### config.mk
export PLATFORM = sky130hd
export DESIGN_NAME = ahbl_to_apb_flat
export DESIGN_NICKNAME = d
export VERILOG_FILES = /design/src/rtl/ahbl_to_apb_if.sv /design/src/rtl/ahbl_to_apb.sv /design/src/flat_wrapper.sv
export SDC_FILE = /design/constraint.sdc
export NUM_CORES = 1
export LEC_CHECK = 0
export CORE_UTILIZATION = 32
export DETAILED_ROUTE_END_ITERATION = 7
export PLACE_DENSITY = 0.87
export SKIP_CTS_REPAIR_TIMING = 1
export SYNTH_ARGS = -nofsm -noshare
export SYNTH_HDL_FRONTEND = slang
export SYNTH_SLANG_ARGS = --single-unit
### constraint.sdc
create_clock -name clk -period 2.1 [get_ports clk]
set_clock_uncertainty 0.2 [all_clocks]
set_input_delay 0.21 -clock clk [delete_from_list [all_inputs] [get_ports clk]]
set_output_delay 0.21 -clock clk [all_outputs]
set_load 0.005 [all_outputs]
### src/rtl/ahbl_to_apb_if.sv
// Bus bundle for the AHB-Lite to APB3 bridge: the AHB-Lite slave port and the APB3 master port.
// slave = the bridge's view, master = the view of whatever surrounds the bridge.
interface ahbl_to_apb_if #(
    parameter int W_HADDR = 32,
    parameter int W_PADDR = 16,
    parameter int W_DATA  = 32
);
    logic               ahbls_hready;
    logic               ahbls_hready_resp;
    logic               ahbls_hresp;
    logic [W_HADDR-1:0] ahbls_haddr;
    logic               ahbls_hwrite;
    logic [1:0]         ahbls_htrans;
    logic [2:0]         ahbls_hsize;
    logic [2:0]         ahbls_hburst;
    logic [3:0]         ahbls_hprot;
    logic               ahbls_hmastlock;
    logic [W_DATA-1:0]  ahbls_hwdata;
    logic [W_DATA-1:0]  ahbls_hrdata;

    logic [W_PADDR-1:0] apbm_paddr;
    logic               apbm_psel;
    logic               apbm_penable;
    logic               apbm_pwrite;
    logic [W_DATA-1:0]  apbm_pwdata;
    logic [W_DATA-1:0]  apbm_prdata;
    logic               apbm_pready;
    logic               apbm_pslverr;

    modport slave (
        input  ahbls_hready,
        output ahbls_hready_resp,
        output ahbls_hresp,
        input  ahbls_haddr,
        input  ahbls_hwrite,
        input  ahbls_htrans,
        input  ahbls_hsize,
        input  ahbls_hburst,
        input  ahbls_hprot,
        input  ahbls_hmastlock,
        input  ahbls_hwdata,
        output ahbls_hrdata,
        output apbm_paddr,
        output apbm_psel,
        output apbm_penable,
        output apbm_pwrite,
        output apbm_pwdata,
        input  apbm_prdata,
        input  apbm_pready,
        input  apbm_pslverr
    );

    modport master (
        output ahbls_hready,
        input  ahbls_hready_resp,
        input  ahbls_hresp,
        output ahbls_haddr,
        output ahbls_hwrite,
        output ahbls_htrans,
        output ahbls_hsize,
        output ahbls_hburst,
        output ahbls_hprot,
        output ahbls_hmastlock,
        output ahbls_hwdata,
        input  ahbls_hrdata,
        input  apbm_paddr,
        input  apbm_psel,
        input  apbm_penable,
        input  apbm_pwrite,
        input  apbm_pwdata,
        output apbm_prdata,
        output apbm_pready,
        output apbm_pslverr
    );
endinterface

### src/rtl/ahbl_to_apb.sv
// AHB-Lite slave that re-issues every transfer as one APB3 access, holding AHB wait states throughout.
// Define APB_BRIDGE_SLVERR_EN to turn PSLVERR into a two-cycle AHB ERROR response (ERR1/ERR2).
module ahbl_to_apb #(
    parameter int W_HADDR = 32,
    parameter int W_PADDR = 16,
    parameter int W_DATA  = 32
) (
    input logic          clk,
    input logic          rst,
    ahbl_to_apb_if.slave bus_io
);

    typedef enum logic [2:0] {
        ST_IDLE   = 3'd0,
        ST_SETUP  = 3'd1,
        ST_ACCESS = 3'd2,
        ST_RESP   = 3'd3
`ifdef APB_BRIDGE_SLVERR_EN
        ,
        ST_ERR1   = 3'd4,
        ST_ERR2   = 3'd5
`endif
    } state_e;

    state_e state_q, state_d;

    logic [W_PADDR-1:0] paddr_q, paddr_d;
    logic               pwrite_q, pwrite_d;
    logic [W_DATA-1:0]  hrdata_q, hrdata_d;

    logic ready_resp, hresp, psel, penable;
    logic in_err2, can_accept, accept, access_done;

`ifdef APB_BRIDGE_SLVERR_EN
    assign in_err2 = (state_q == ST_ERR2);
`else
    assign in_err2 = 1'b0;
`endif

    // A new address phase is only taken in cycles where this slave finishes (or has no) data phase.
    assign can_accept  = (state_q == ST_IDLE) || (state_q == ST_RESP) || in_err2;
    assign accept      = can_accept && bus_io.ahbls_hready && bus_io.ahbls_htrans[1];
    assign access_done = (state_q == ST_ACCESS) && bus_io.apbm_pready;

    always_ff @(posedge clk or posedge rst) begin
        if (rst) begin
            state_q <= ST_IDLE;
        end else begin
            state_q <= state_d;
        end
    end

    always_comb begin
        state_d = state_q;
        unique case (state_q)
            ST_IDLE: begin
                if (accept) state_d = ST_SETUP;
            end
            ST_SETUP: begin
                state_d = ST_ACCESS;
            end
            ST_ACCESS: begin
                if (bus_io.apbm_pready) begin
`ifdef APB_BRIDGE_SLVERR_EN
                    state_d = bus_io.apbm_pslverr ? ST_ERR1 : ST_RESP;
`else
                    state_d = ST_RESP;
`endif
                end
            end
            ST_RESP: begin
                state_d = accept ? ST_SETUP : ST_IDLE;
            end
`ifdef APB_BRIDGE_SLVERR_EN
            ST_ERR1: begin
                state_d = ST_ERR2;
            end
            ST_ERR2: begin
                state_d = accept ? ST_SETUP : ST_IDLE;
            end
`endif
            default: begin
                state_d = ST_IDLE;
            end
        endcase
    end

    always_comb begin
        ready_resp = 1'b1;
        hresp      = 1'b0;
        psel       = 1'b0;
        penable    = 1'b0;
        unique case (state_q)
            ST_SETUP: begin
                psel       = 1'b1;
                ready_resp = 1'b0;
            end
            ST_ACCESS: begin
                psel       = 1'b1;
                penable    = 1'b1;
                ready_resp = 1'b0;
            end
`ifdef APB_BRIDGE_SLVERR_EN
            ST_ERR1: begin
                ready_resp = 1'b0;
                hresp      = 1'b1;
            end
            ST_ERR2: begin
                hresp      = 1'b1;
            end
`endif
            default: begin
            end
        endcase
    end

    // Address/direction frozen from accept through the last ACCESS cycle; read data only on reads.
    always_comb begin
        paddr_d  = paddr_q;
        pwrite_d = pwrite_q;
        hrdata_d = hrdata_q;
        if (accept) begin
            paddr_d  = bus_io.ahbls_haddr[W_PADDR-1:0];
            pwrite_d = bus_io.ahbls_hwrite;
        end
        if (access_done && !pwrite_q) begin
            hrdata_d = bus_io.apbm_prdata;
        end
    end

    always_ff @(posedge clk or posedge rst) begin
        if (rst) begin
            paddr_q  <= '0;
            pwrite_q <= 1'b0;
            hrdata_q <= '0;
        end else begin
            paddr_q  <= paddr_d;
            pwrite_q <= pwrite_d;
            hrdata_q <= hrdata_d;
        end
    end

    assign bus_io.ahbls_hready_resp = ready_resp;
    assign bus_io.ahbls_hresp       = hresp;
    assign bus_io.ahbls_hrdata      = hrdata_q;
    assign bus_io.apbm_paddr        = paddr_q;
    assign bus_io.apbm_psel         = psel;
    assign bus_io.apbm_penable      = penable;
    assign bus_io.apbm_pwrite       = pwrite_q;
    // The AHB master holds HWDATA for the whole data phase, so no local copy is needed.
    assign bus_io.apbm_pwdata       = bus_io.ahbls_hwdata;

    logic unused_ok;
    assign unused_ok = ^{bus_io.ahbls_haddr[W_HADDR-1:W_PADDR],
                         bus_io.ahbls_htrans[0],
                         bus_io.ahbls_hsize,
                         bus_io.ahbls_hburst,
                         bus_io.ahbls_hprot,
                         bus_io.ahbls_hmastlock
`ifndef APB_BRIDGE_SLVERR_EN
                         , bus_io.apbm_pslverr
`endif
                        };

endmodule

### src/flat_wrapper.sv
// flat-port wrapper written by rule: the top's interface ports become plain ports
module ahbl_to_apb_flat 
#(
    parameter int W_HADDR = 32,
    parameter int W_PADDR = 16,
    parameter int W_DATA  = 32
)
  (clk, rst, bus_io_ahbls_hready, bus_io_ahbls_hready_resp, bus_io_ahbls_hresp, bus_io_ahbls_haddr, bus_io_ahbls_hwrite, bus_io_ahbls_htrans, bus_io_ahbls_hsize, bus_io_ahbls_hburst, bus_io_ahbls_hprot, bus_io_ahbls_hmastlock, bus_io_ahbls_hwdata, bus_io_ahbls_hrdata, bus_io_apbm_paddr, bus_io_apbm_psel, bus_io_apbm_penable, bus_io_apbm_pwrite, bus_io_apbm_pwdata, bus_io_apbm_prdata, bus_io_apbm_pready, bus_io_apbm_pslverr);
  ahbl_to_apb_if #(.W_HADDR(W_HADDR), .W_PADDR(W_PADDR), .W_DATA(W_DATA)) bus_io_i ();
  input logic clk;
  input logic rst;
  input wire logic [$bits(bus_io_i.ahbls_hready)-1:0] bus_io_ahbls_hready;
  output wire logic [$bits(bus_io_i.ahbls_hready_resp)-1:0] bus_io_ahbls_hready_resp;
  output wire logic [$bits(bus_io_i.ahbls_hresp)-1:0] bus_io_ahbls_hresp;
  input wire logic [$bits(bus_io_i.ahbls_haddr)-1:0] bus_io_ahbls_haddr;
  input wire logic [$bits(bus_io_i.ahbls_hwrite)-1:0] bus_io_ahbls_hwrite;
  input wire logic [$bits(bus_io_i.ahbls_htrans)-1:0] bus_io_ahbls_htrans;
  input wire logic [$bits(bus_io_i.ahbls_hsize)-1:0] bus_io_ahbls_hsize;
  input wire logic [$bits(bus_io_i.ahbls_hburst)-1:0] bus_io_ahbls_hburst;
  input wire logic [$bits(bus_io_i.ahbls_hprot)-1:0] bus_io_ahbls_hprot;
  input wire logic [$bits(bus_io_i.ahbls_hmastlock)-1:0] bus_io_ahbls_hmastlock;
  input wire logic [$bits(bus_io_i.ahbls_hwdata)-1:0] bus_io_ahbls_hwdata;
  output wire logic [$bits(bus_io_i.ahbls_hrdata)-1:0] bus_io_ahbls_hrdata;
  output wire logic [$bits(bus_io_i.apbm_paddr)-1:0] bus_io_apbm_paddr;
  output wire logic [$bits(bus_io_i.apbm_psel)-1:0] bus_io_apbm_psel;
  output wire logic [$bits(bus_io_i.apbm_penable)-1:0] bus_io_apbm_penable;
  output wire logic [$bits(bus_io_i.apbm_pwrite)-1:0] bus_io_apbm_pwrite;
  output wire logic [$bits(bus_io_i.apbm_pwdata)-1:0] bus_io_apbm_pwdata;
  input wire logic [$bits(bus_io_i.apbm_prdata)-1:0] bus_io_apbm_prdata;
  input wire logic [$bits(bus_io_i.apbm_pready)-1:0] bus_io_apbm_pready;
  input wire logic [$bits(bus_io_i.apbm_pslverr)-1:0] bus_io_apbm_pslverr;
  assign bus_io_i.ahbls_hready = bus_io_ahbls_hready;
  assign bus_io_ahbls_hready_resp = bus_io_i.ahbls_hready_resp;
  assign bus_io_ahbls_hresp = bus_io_i.ahbls_hresp;
  assign bus_io_i.ahbls_haddr = bus_io_ahbls_haddr;
  assign bus_io_i.ahbls_hwrite = bus_io_ahbls_hwrite;
  assign bus_io_i.ahbls_htrans = bus_io_ahbls_htrans;
  assign bus_io_i.ahbls_hsize = bus_io_ahbls_hsize;
  assign bus_io_i.ahbls_hburst = bus_io_ahbls_hburst;
  assign bus_io_i.ahbls_hprot = bus_io_ahbls_hprot;
  assign bus_io_i.ahbls_hmastlock = bus_io_ahbls_hmastlock;
  assign bus_io_i.ahbls_hwdata = bus_io_ahbls_hwdata;
  assign bus_io_ahbls_hrdata = bus_io_i.ahbls_hrdata;
  assign bus_io_apbm_paddr = bus_io_i.apbm_paddr;
  assign bus_io_apbm_psel = bus_io_i.apbm_psel;
  assign bus_io_apbm_penable = bus_io_i.apbm_penable;
  assign bus_io_apbm_pwrite = bus_io_i.apbm_pwrite;
  assign bus_io_apbm_pwdata = bus_io_i.apbm_pwdata;
  assign bus_io_i.apbm_prdata = bus_io_apbm_prdata;
  assign bus_io_i.apbm_pready = bus_io_apbm_pready;
  assign bus_io_i.apbm_pslverr = bus_io_apbm_pslverr;
  ahbl_to_apb #(.W_HADDR(W_HADDR), .W_PADDR(W_PADDR), .W_DATA(W_DATA)) u_core (.clk(clk), .rst(rst), .bus_io(bus_io_i));
endmodule
==> flow_metrics.env <==
export IMPL_drcViolationCount=0
export IMPL_fp_dieArea_um2=7590
export IMPL_netlist_area_leader_share_pct=55.0
export IMPL_drtIter0Drc=34
export IMPL_crit_type="flip-flop to primary output"
export IMPL_syn_instance_count=154
export IMPL_worstPathMaxFanout=3
export IMPL_max_rail_drop_vdd_mv=0.628
export IMPL_die_y_um=87.1
export IMPL_p_leak_uw=0.00142
export IMPL_pwr_density_cell_nw_per_um2=1350
export IMPL_clock_tree_buffer_depth=2
export IMPL_post_route_util_pct=47.8
export IMPL_status="completed"
export IMPL_detailedPlace_worstSlack_ns=0.159
export IMPL_crit_required_ns=1.69
export IMPL_finalHoldViolCount=0
export IMPL_synth_enable_flop_cells=0
export IMPL_timing_max_cap_violations=0
export IMPL_synth_ff_type="dfrtp_1"
export IMPL_dp_hpwl_um=3350
export IMPL_tritoncts_clock_tree="yes"
export IMPL_start_util_pct=33.6
export IMPL_first_pass_grt_wire_length_um=7130
export IMPL_fmax_mhz=501
export IMPL_worst_setup_path_end_kind="primary output"
export IMPL_num_vias=1407
export IMPL_clkLatencyLatePin_ns=0.29
export IMPL_grt_total_usage_pct=12.1
export IMPL_ys_seq_elements=51
export IMPL_io_pin_count=200
export IMPL_synth_avg_cell_area_um2=15.1
export IMPL_clk_transition_reported_paths_ns=0.09
export IMPL_drt_wirelength_per_cell_um=13.6
export IMPL_final_net_count=348
export IMPL_setup_slack_ns=0.103
export IMPL_hold_path_class="primary input to asynchronous set/reset pin"
export IMPL_netlist_cell_types=16
export IMPL_global_route_overflow_total=0
export IMPL_areaGrowthSynthToFinish_pct=42.2
export IMPL_synth_largest_area_cell="dfrtp_1"
export IMPL_critPathArrivalTime_ns=1.59
export IMPL_asyncSetResetFlopFracSynth_pct=100
export IMPL_timing_reg2reg_setup_slack_ns=0.25
export IMPL_synth_most_common_cell="dfrtp_1"
export IMPL_antenna_cells=0
export IMPL_cts_htree_levels=2
export IMPL_first_pass_iters=5
export IMPL_detail_route_vias_per_cell=4.30
export IMPL_yosys_warnings=0
export IMPL_syn_area_um2=2320
export IMPL_root_buffer_cell="clkbuf_8"
export IMPL_initial_antenna_violation_count=0
export IMPL_core_ar_um2=6910
export IMPL_finalWeightedCongestion=0.643
export IMPL_synth_common_cells="51 x dfrtp_1, 39 x mux2_2, 33 x buf_4"
export IMPL_portBuffers=105
export IMPL_die_width_um=87.1
export IMPL_drtAntennaViolNets=0
export IMPL_final_period_utilization_pct=95.1
export IMPL_clock_sinks=51
export IMPL_syn_num_nets=272
export IMPL_number_of_slew_limit_violations_in_the_final_report=0
export IMPL_maximum_number_of_pins_on_one_net_before_global_route_repair=33
export IMPL_routed_wirelength_um=4440
export IMPL_rows=30
export IMPL_layout_drive_gt1_share_pct=28.1
export IMPL_grt_pass1_vias=1513
export IMPL_synth_top_cells_by_area="dfrtp_1 55%, mux2_2 19%, buf_4 11%"
export IMPL_kind_of_start_point_of_the_critical_path="flip-flop"
export IMPL_fillCellCount=634
export IMPL_report_final_setup_viol=0
export IMPL_numCtsBuffers=5
export IMPL_setup_repair_after_global_routing_missed_its_margin="no"
export IMPL_timing_reg2reg_worst_path_depth=5
export IMPL_synth_seq_area_share_pct=55.0
export IMPL_fin_crit_ns=2.00
==> power by group <==
group | internal [µW] | total [µW] | switching (µW)
Clock | 234 | 545 | 312
Combinational | 1580 | 2190 | 611
Sequential | 1480 | 1730 | 247
Total | 3300 | 4470 | 1170
==> metal layers <==
layer	routed length [µm]	global-route usage, %
met1	1710	13.6
met2	2290	21.0
met4	57	4.92
met3	384	4.08
met5	0	0
==> flip-flops by register name, summed over array words and instances, names as in the netlist <==
register / flops
u_core.state_q: 2
u_core.bus_io.apbm_paddr: 16
u_core.bus_io.ahbls_hrdata: 32
u_core.bus_io.apbm_pwrite: 1
==> cell usage in the layout, fill, tap and decap left out, types with 2 or more instances in the layout <==
cell	instances
mux2_2	39
inv_2	3
nand3b_4	2
dfrtp_1	51
mux2_4	10
clkbuf_8	5
inv_1	2
clkdlybuf4s50_1	105
==> worst max-delay path: stages, from the launching register on <==
cell	delay, ns
dfrtp_1	0.42
inv_2	0.09
ha_4	0.21
inv_1	0.07
clkdlybuf4s50_1	0.50
==> stage by stage <==
step	total power (µW)	TNS [ns]	hold slack [ns]	area, µm²	cells
2_1_floorplan	2730	0	0.159	2320	154
3_3_place_gp	3880	0	0.220	3200	319
3_5_place_dp	3940	0	0.220	3200	319
4_1_cts	4520	-0.0289	0.0659	3280	327
5_1_grt	4810	0	0.0898	3300	327
6_report	4470	0	0.0550	3300	327
==> worst paths after layout <==
check                                                       to                      startpoint
worst max-delay path                  bus_io_ahbls_hready_resp               u_core.state_q[0]
worst min-delay path            u_core.bus_io.ahbls_hrdata[20]                             rst
worst max register to register   u_core.bus_io.ahbls_hrdata[3]               u_core.state_q[0]
worst min register to register  u_core.bus_io.ahbls_hrdata[19]  u_core.bus_io.ahbls_hrdata[19]
max in group asynchronous       u_core.bus_io.ahbls_hrdata[26]                             rst
min in group clk                        bus_io_apbm_pwdata[11]         bus_io_ahbls_hwdata[11]
==> logic make-up (layout without fill, tap and decap cells) <==
logic type      Yosys count  after routing  share of synthesized area (%)
compound gates            3              3                           1.02
simple gates              4              4                           2.16
buf+inv                  43            120                           14.6
other cells               1              1                          0.162
mux                      49             49                           25.4
fa+ha+maj                 3              3                           1.62
flops                    51             51                           55.0
==> layout make-up <==
class	count	area [µm²]	area share (%)
Clock buffer	6	72.6	2.20
Clock inverter	2	12.5	0.379
Inverter	5	18.8	0.569
Multi-Input combinational cell	60	719	21.8
Sequential cell	51	1280	38.7
Tap cell	96	120	3.64
Timing Repair Buffer	107	1080	32.7
No activity file was read; power rests on OpenSTA's default activity.
